**src/rtl/fifo_burst_reader_pkg.sv**
```systemverilog
// Constants shared by fifo_burst_reader and its skid buffer: FSM encoding,
// default data width (matches the FIFO) and output buffer depth.
package fifo_burst_reader_pkg;

  localparam int DEFAULT_WIDTH = 8;
  localparam int BUF_DEPTH     = 2;

  typedef enum logic [1:0] {
    ST_IDLE  = 2'd0,
    ST_RUN   = 2'd1,
    ST_FLUSH = 2'd2
  } state_e;

endpackage

```
**src/rtl/fifo_skid_buf.sv**
```systemverilog
// Two-entry {last, data} buffer absorbing the FIFO's registered read latency.
// Same-cycle push and pop allowed; the caller never pushes into a full buffer.
module fifo_skid_buf
  import fifo_burst_reader_pkg::*;
#(
  parameter int WIDTH = DEFAULT_WIDTH
) (
  input  logic             clk_i,
  input  logic             rst_i,
  input  logic             push_i,
  input  logic [WIDTH-1:0] push_data_i,
  input  logic             push_last_i,
  input  logic             pop_i,
  output logic [WIDTH-1:0] head_data_o,
  output logic             head_last_o,
  output logic [1:0]       occ_o
);

  localparam int PW = $clog2(BUF_DEPTH);

  typedef struct packed {
    logic             last;
    logic [WIDTH-1:0] data;
  } entry_t;

  entry_t          mem_q [BUF_DEPTH];
  entry_t          mem_d [BUF_DEPTH];
  logic [PW-1:0]   rd_ptr_q, rd_ptr_d;
  logic [PW-1:0]   wr_ptr_q, wr_ptr_d;
  logic [1:0]      occ_q, occ_d;

  always_comb begin
    mem_d    = mem_q;
    rd_ptr_d = rd_ptr_q;
    wr_ptr_d = wr_ptr_q;
    if (push_i) begin
      mem_d[wr_ptr_q] = '{last: push_last_i, data: push_data_i};
      wr_ptr_d        = wr_ptr_q + 1'b1;
    end
    if (pop_i) begin
      rd_ptr_d = rd_ptr_q + 1'b1;
    end
    occ_d = occ_q + 2'(push_i) - 2'(pop_i);
  end

  always_ff @(posedge clk_i) begin
    if (rst_i) begin
      mem_q    <= '{default: '0};
      rd_ptr_q <= '0;
      wr_ptr_q <= '0;
      occ_q    <= '0;
    end else begin
      mem_q    <= mem_d;
      rd_ptr_q <= rd_ptr_d;
      wr_ptr_q <= wr_ptr_d;
      occ_q    <= occ_d;
    end
  end

  assign head_data_o = mem_q[rd_ptr_q].data;
  assign head_last_o = mem_q[rd_ptr_q].last;
  assign occ_o       = occ_q;

endmodule

```
**src/rtl/fifo_burst_reader.sv**
```systemverilog
// Pops len_i words from a sync FIFO into a valid/ready stream, first beat 3 cycles after start;
// pops throttle on buffer space (combinational from m_ready_i). BURST_TIMEOUT_EN adds a starvation timeout.
module fifo_burst_reader
  import fifo_burst_reader_pkg::*;
#(
  parameter int WIDTH          = DEFAULT_WIDTH,
  parameter int LEN_WIDTH      = 5,
  parameter int TIMEOUT_CYCLES = 64
) (
  input  logic                 clk_i,
  input  logic                 rst_i,
  input  logic                 start_i,
  input  logic [LEN_WIDTH-1:0] len_i,
  output logic                 busy_o,
  output logic                 done_o,
  output logic                 err_o,
  output logic                 timeout_o,
  output logic                 rd_en_o,
  input  logic [WIDTH-1:0]     rdata_i,
  input  logic                 empty_i,
  input  logic                 rd_error_i,
  output logic                 m_valid_o,
  output logic [WIDTH-1:0]     m_data_o,
  output logic                 m_last_o,
  input  logic                 m_ready_i
);

  state_e               state_q, state_d;
  logic [LEN_WIDTH-1:0] rem_q, rem_d;
  logic                 inflight_q, inflight_d;
  logic                 inflight_last_q, inflight_last_d;
  logic                 busy_q, busy_d, done_q, done_d;
  logic                 err_q, err_d, to_q, to_d;
  logic [1:0]           occ;
  logic [2:0]           level, occ_next;
  logic                 buf_push, buf_pop, rd_en, starved;

  assign m_valid_o = (occ != 2'd0);
  assign buf_pop   = m_valid_o & m_ready_i;
  assign buf_push  = inflight_q & ~rd_error_i;
  assign level     = 3'(occ) + 3'(inflight_q) - 3'(buf_pop);
  assign occ_next  = 3'(occ) + 3'(buf_push) - 3'(buf_pop);
  assign rd_en     = (state_q == ST_RUN) & ~empty_i & (rem_q != '0) & (level < 3'(BUF_DEPTH));
  assign rd_en_o   = rd_en;

`ifdef BURST_TIMEOUT_EN
  localparam int TW = $clog2(TIMEOUT_CYCLES + 1);
  logic [TW-1:0] wait_cnt_q, wait_cnt_d;

  always_comb begin
    wait_cnt_d = '0;
    starved    = 1'b0;
    if (state_q == ST_RUN && !rd_en) begin
      wait_cnt_d = wait_cnt_q + 1'b1;
      starved    = (wait_cnt_d == TW'(TIMEOUT_CYCLES));
    end
  end

  always_ff @(posedge clk_i) begin
    if (rst_i) wait_cnt_q <= '0;
    else       wait_cnt_q <= wait_cnt_d;
  end
`else
  assign starved = 1'b0;
  // TIMEOUT_CYCLES only shapes hardware when the timeout is compiled in.
  if (TIMEOUT_CYCLES < 1) begin : g_timeout_unused
  end
`endif

  always_comb begin
    state_d         = state_q;
    rem_d           = rem_q;
    inflight_d      = rd_en;
    inflight_last_d = rd_en & (rem_q == LEN_WIDTH'(1));
    busy_d          = busy_q;
    done_d          = 1'b0;
    err_d           = err_q | rd_error_i;
    to_d            = to_q;
    case (state_q)
      ST_IDLE: begin
        if (start_i) begin
          rem_d   = len_i;
          err_d   = 1'b0;
          to_d    = 1'b0;
          busy_d  = 1'b1;
          state_d = (len_i == '0) ? ST_FLUSH : ST_RUN;
        end
      end
      ST_RUN: begin
        if (rd_en) rem_d = rem_q - 1'b1;
        if (rd_en && rem_q == LEN_WIDTH'(1)) begin
          state_d = ST_FLUSH;
        end else if (starved) begin
          state_d = ST_FLUSH;
          to_d    = 1'b1;
        end
      end
      ST_FLUSH: begin
        // Finish on the edge that empties the buffer so done_o trails the last beat by one cycle.
        if (occ_next == 3'd0) begin
          state_d = ST_IDLE;
          busy_d  = 1'b0;
          done_d  = 1'b1;
        end
      end
      default: state_d = ST_IDLE;
    endcase
  end

  always_ff @(posedge clk_i) begin
    if (rst_i) begin
      state_q         <= ST_IDLE;
      rem_q           <= '0;
      inflight_q      <= 1'b0;
      inflight_last_q <= 1'b0;
      busy_q          <= 1'b0;
      done_q          <= 1'b0;
      err_q           <= 1'b0;
      to_q            <= 1'b0;
    end else begin
      state_q         <= state_d;
      rem_q           <= rem_d;
      inflight_q      <= inflight_d;
      inflight_last_q <= inflight_last_d;
      busy_q          <= busy_d;
      done_q          <= done_d;
      err_q           <= err_d;
      to_q            <= to_d;
    end
  end

  assign busy_o    = busy_q;
  assign done_o    = done_q;
  assign err_o     = err_q;
  assign timeout_o = to_q;

  fifo_skid_buf #(.WIDTH(WIDTH)) u_skid (
    .clk_i       (clk_i),
    .rst_i       (rst_i),
    .push_i      (buf_push),
    .push_data_i (rdata_i),
    .push_last_i (inflight_last_q),
    .pop_i       (buf_pop),
    .head_data_o (m_data_o),
    .head_last_o (m_last_o),
    .occ_o       (occ)
  );

endmodule

```
**config.mk**
```make
export PLATFORM = sky130hd
export DESIGN_NAME = fifo_burst_reader
export DESIGN_NICKNAME = d
export VERILOG_FILES = /design/src/rtl/fifo_burst_reader_pkg.sv /design/src/rtl/fifo_skid_buf.sv /design/src/rtl/fifo_burst_reader.sv
export SDC_FILE = /design/constraint.sdc
export NUM_CORES = 1
export LEC_CHECK = 0
export BUFFER_PORTS_ARGS = -buffer_cell sky130_fd_sc_hd__buf_4
export CAP_MARGIN = 10
export CORE_MARGIN = 2
export CORE_UTILIZATION = 40
export DETAILED_ROUTE_END_ITERATION = 12
export SLEW_MARGIN = 20
export SYNTH_ARGS = -nofsm -noshare
export SYNTH_HDL_FRONTEND = slang
export SYNTH_HIERARCHICAL = 1
export SYNTH_SLANG_ARGS = --single-unit
```
**constraint.sdc**
```tcl
create_clock -name clk_i -period 6.5 [get_ports clk_i]
set_input_delay 0.325 -clock clk_i [delete_from_list [all_inputs] [get_ports clk_i]]
set_output_delay 0.325 -clock clk_i [all_outputs]
set_load 0.005 [all_outputs]
```
==> run summary <==
FINAL LAYOUT
--------------------------------------------------------------------------------
Area occupied by registers ........................................      681 um2
Layout cell share with drive strength beyond 1 ....................        0.264
Synth-to-layout area growth .......................................        20.5%
Filler cells ......................................................          421
Layout Nets .......................................................          257
Area of the multi-input gates .....................................      943 um2
Final std cell area, no fill ......................................     2050 um2
Number of antenna cells inserted ..................................            0
Core utilization of the finished layout ...........................        0.505

TIMING
--------------------------------------------------------------------------------
RSZ-0062 raised after global routing ..............................        false
Actual slew at the worst max-slew pin .............................       668 ps
Total count of max-transition violations in the final report ......            0
Number of hold violations in the final report .....................            0
Summed negative setup slack over all endpoints ....................         0 ps
Slack of the critical path ........................................      3600 ps
Final setup violation count .......................................            0
Final worst-path cycle share ......................................        0.447
Worst slew margin .................................................        0.554
Final setup skew ..................................................      5.04 ps
Top achievable clock speed ........................................      344 MHz
Minimum clock period after layout .................................      2900 ps

SETUP PATH
--------------------------------------------------------------------------------
Type of element launching the critical path .......................    flip-flop
Crit path capture type ............................................   output pin
Max FO, Critical Path .............................................            6
R2R depth .........................................................            9
Peak per-stage delay on the critical path .........................       480 ps
Data arrival time of the critical path ............................      2580 ps
CP Cell Sequence .................................................. or2_2 > nand2_1 > nor2_1 > o21ai_0 > fa_1 > xnor2_1 > nand3_1 > inv_1 > buf_4
Worst reg2reg startpoint .......................................... inflight_q$_SDFF_PP0_
Data required, critical path ......................................      6170 ps
Critical path buffers and inverters ...............................            2
Worst Setup Path Type .............................................      reg2out
Register-to-register path setup slack .............................      3680 ps
Capture point of the worst reg-to-reg path ........................ busy_o$_SDFFE_PP0P_
Critical path's slowest cell ......................................      dfxtp_1
Kind of cell with the highest combined delay on the critical path . simple AND/OR/NAND/NOR gates

CLOCKING
--------------------------------------------------------------------------------
Total clock buffers created by CTS ................................            5
Clock sink total ..................................................           34
Post-CTS Setup Repair Bufs ........................................            0
Clock tree root buffer cell .......................................     clkbuf_8
Number of levels in the clock H-tree ..............................            2
Number of cells upsized or downsized after cts ....................            0
Max clock buf depth ...............................................            2
Clock Latency Late Sink ...........................................       290 ps
Clock transition at the registers of the reported paths ...........        70 ps
Cts-stage hold buffer count .......................................            0
Clock tree from TritonCTS .........................................         done

FLOORPLANNING
--------------------------------------------------------------------------------
Row cnt ...........................................................           23
Core Footprint ....................................................     4060 um2
Number of ports placed on the die boundary ........................           34
Die footprint .....................................................     4790 um2
Initial standard-cell utilization of the core .....................        0.419
Vertical extent of the die ........................................      69.2 um
Overall die width .................................................      69.2 um

GRT
--------------------------------------------------------------------------------
Total GRT Usage ...................................................        0.159
Vias in the first global route ....................................         1370
First-pass GRT wire length ........................................      6.20 mm
Number of antenna violations at the first check in global routing .            0
Pin count of the biggest net entering global routing ..............           37
Global route total overflow .......................................            0

YOSYS
--------------------------------------------------------------------------------
Synthesized flop and latch total ..................................           34
Synthesis warning total ...........................................            6
Synth top area cells .............................................. dfxtp_1 (40%), a21oi_1 (7.9%), nand2_1 (7.7%)
Yosys cell types ..................................................           41
Area fraction of the dominant cell type after synthesis ...........        0.400
Seq/Total Area, Yosys .............................................        0.400
Number of nets produced by synthesis ..............................          228
Number of instances in the synthesized netlist ....................          201
Avg Inst Size Synth ...............................................     8.46 um2
Top cell type by total area after synthesis .......................      dfxtp_1
Synthesized area ..................................................     1700 um2

ROUTE
--------------------------------------------------------------------------------
Average detailed-routed wire length per instance ..................      12.5 um
Iteration-0 DRC count of the detailed router ......................           83
Via-per-instance ratio ............................................         5.01
Remaining design rule violation count .............................            0
Final wirelength ..................................................      3.52 mm
TritonRoute pass-1 iters ..........................................            4
Routed vias .......................................................         1408
Residual antenna-violating net count after detailed routing .......            0

PLACEMENT
--------------------------------------------------------------------------------
Post-Place Setup Slack ............................................      3190 ps
HPWL after detailed placement .....................................      2.45 mm
Post-detailed-placement cell area .................................     1950 um2
Number of input and output port buffers inserted ..................           32
Gpl congestion ....................................................        0.785

POWER
--------------------------------------------------------------------------------
Total power per unit cell area ....................................   296 nW/um2
Largest voltage drop on the vdd net ...............................     0.132 mV
Leak pwr ..........................................................  0.000827 uW

MIN PATH
--------------------------------------------------------------------------------
Start point of the worst min-delay path ...........................   rdata_i[6]
Worst hold path endpoint .......................................... u_skid/mem_q[15]$_SDFFE_PP0P_
Worst hold path cell count ........................................            3
Type of the most critical hold path ...............................       in2reg

RUN STATUS
--------------------------------------------------------------------------------
Outcome ........................................................... complete, no violations

RUN
--------------------------------------------------------------------------------
Max-cap violations ................................................            0

-- cell usage after synthesis (all sizes together) --
| cell | instances |
|---|---|
| or4 | 1 |
| nor3 | 3 |
| buf | 7 |
| or4b | 2 |
| nand3b | 1 |
| nor3b | 1 |
| dfxtp | 34 |
| a21o | 1 |
| mux2 | 9 |
| or2 | 2 |
| and3 | 1 |
| nor2 | 12 |
| nand2b | 3 |
| inv | 7 |
| clkbuf | 3 |
| a211o | 1 |
| conb | 1 |
| nor4 | 1 |
| and4bb | 1 |
| fa | 2 |
| and4 | 1 |
| or3 | 1 |
| xnor2 | 4 |
| nand2 | 36 |
| nand3 | 11 |
| o21bai | 1 |
| nor2b | 8 |
| xor2 | 1 |
| o21ai | 6 |
| o31ai | 2 |
| ha | 6 |
| a21oi | 28 |
| o31a | 1 |
| a31oi | 2 |
-- worst max path at each step --
stage	endpoint	depth (start not counted)	from
2_1_floorplan	busy_o$_SDFFE_PP0P_	10	u_skid/occ_o[1]$_SDFF_PP0_
3_3_place_gp	busy_o$_SDFFE_PP0P_	10	rd_error_i
3_5_place_dp	busy_o$_SDFFE_PP0P_	10	rd_error_i
4_1_cts	busy_o$_SDFFE_PP0P_	9	inflight_q$_SDFF_PP0_
5_1_grt	rd_en_o	9	u_skid/occ_o[1]$_SDFF_PP0_
6_report	rd_en_o	9	u_skid/occ_o[1]$_SDFF_PP0_
-- metrics by stage --
| step | hold WS, ps | instances | total power (uW) |
|---|---|---|---|
| 2_1_floorplan | 394 | 201 | 393 |
| 6_report | 288 | 281 | 605 |
| 3_5_place_dp | 444 | 273 | 447 |
| 4_1_cts | 279 | 281 | 613 |
| 5_1_grt | 274 | 281 | 647 |
| 3_3_place_gp | 442 | 273 | 446 |
-- logic make-up after synthesis --
family,synth area share
fa+ha+maj,0.0677
flops,0.400
compound gates,0.148
buf+inv,0.0464
xor+xnor,0.0258
mux,0.0596
simple gates,0.250
other cells,0.00221
-- tightest hold or removal path, delay by kind of cell --
family | cells | cell delay [ps]
and+or+nand+nor | 1 | 50
AOI/OAI and AO/OA | 1 | 50
buffers and inverters | 1 | 110
-- routing by layer --
layer,part of all wire,track usage
met1,0.50,0.209
met4,0.015,0.0588
met5,0,0
met3,0.044,0.0552
met2,0.44,0.241
-- layout by cell type (no fill, tap or decap), types with 6 or more instances in the layout --
cell / instances
nand2_1: 35
clkbuf_8: 6
nor2_1: 12
a21oi_1: 27
buf_4: 32
nand3_1: 11
mux2_2: 9
inv_1: 7
nor2b_1: 7
dfxtp_1: 34
ha_1: 6
-- sequential cells by signal (all words and copies together) (netlist names) --
register and flops:
busy_o 1, done_o 1, err_o 1, inflight_last_q 1, inflight_q 1, rem_q 5
state_q 2, u_skid/mem_q 18, u_skid/occ_o 2, u_skid/rd_ptr_q 1, u_skid/wr_ptr_q 1
-- power by group --
part	internal, uW	switching [uW]	leakage (uW)
logic	93.1	94.2	0.000504
clock network	85.1	79.1	0.0000472
registers	225	28.8	0.000276
total	403	202	0.000827
-- area by class of cell --
cell class / count / share of cell area
multi-input combinational: 150 / 0.461
sequential: 34 / 0.332
timing repair buffer: 32 / 0.117
clock buffer: 6 / 0.0403
tap: 50 / 0.0305
inverter: 7 / 0.0128
clock inverter: 2 / 0.00611
(Power assumes the default switching activity.)
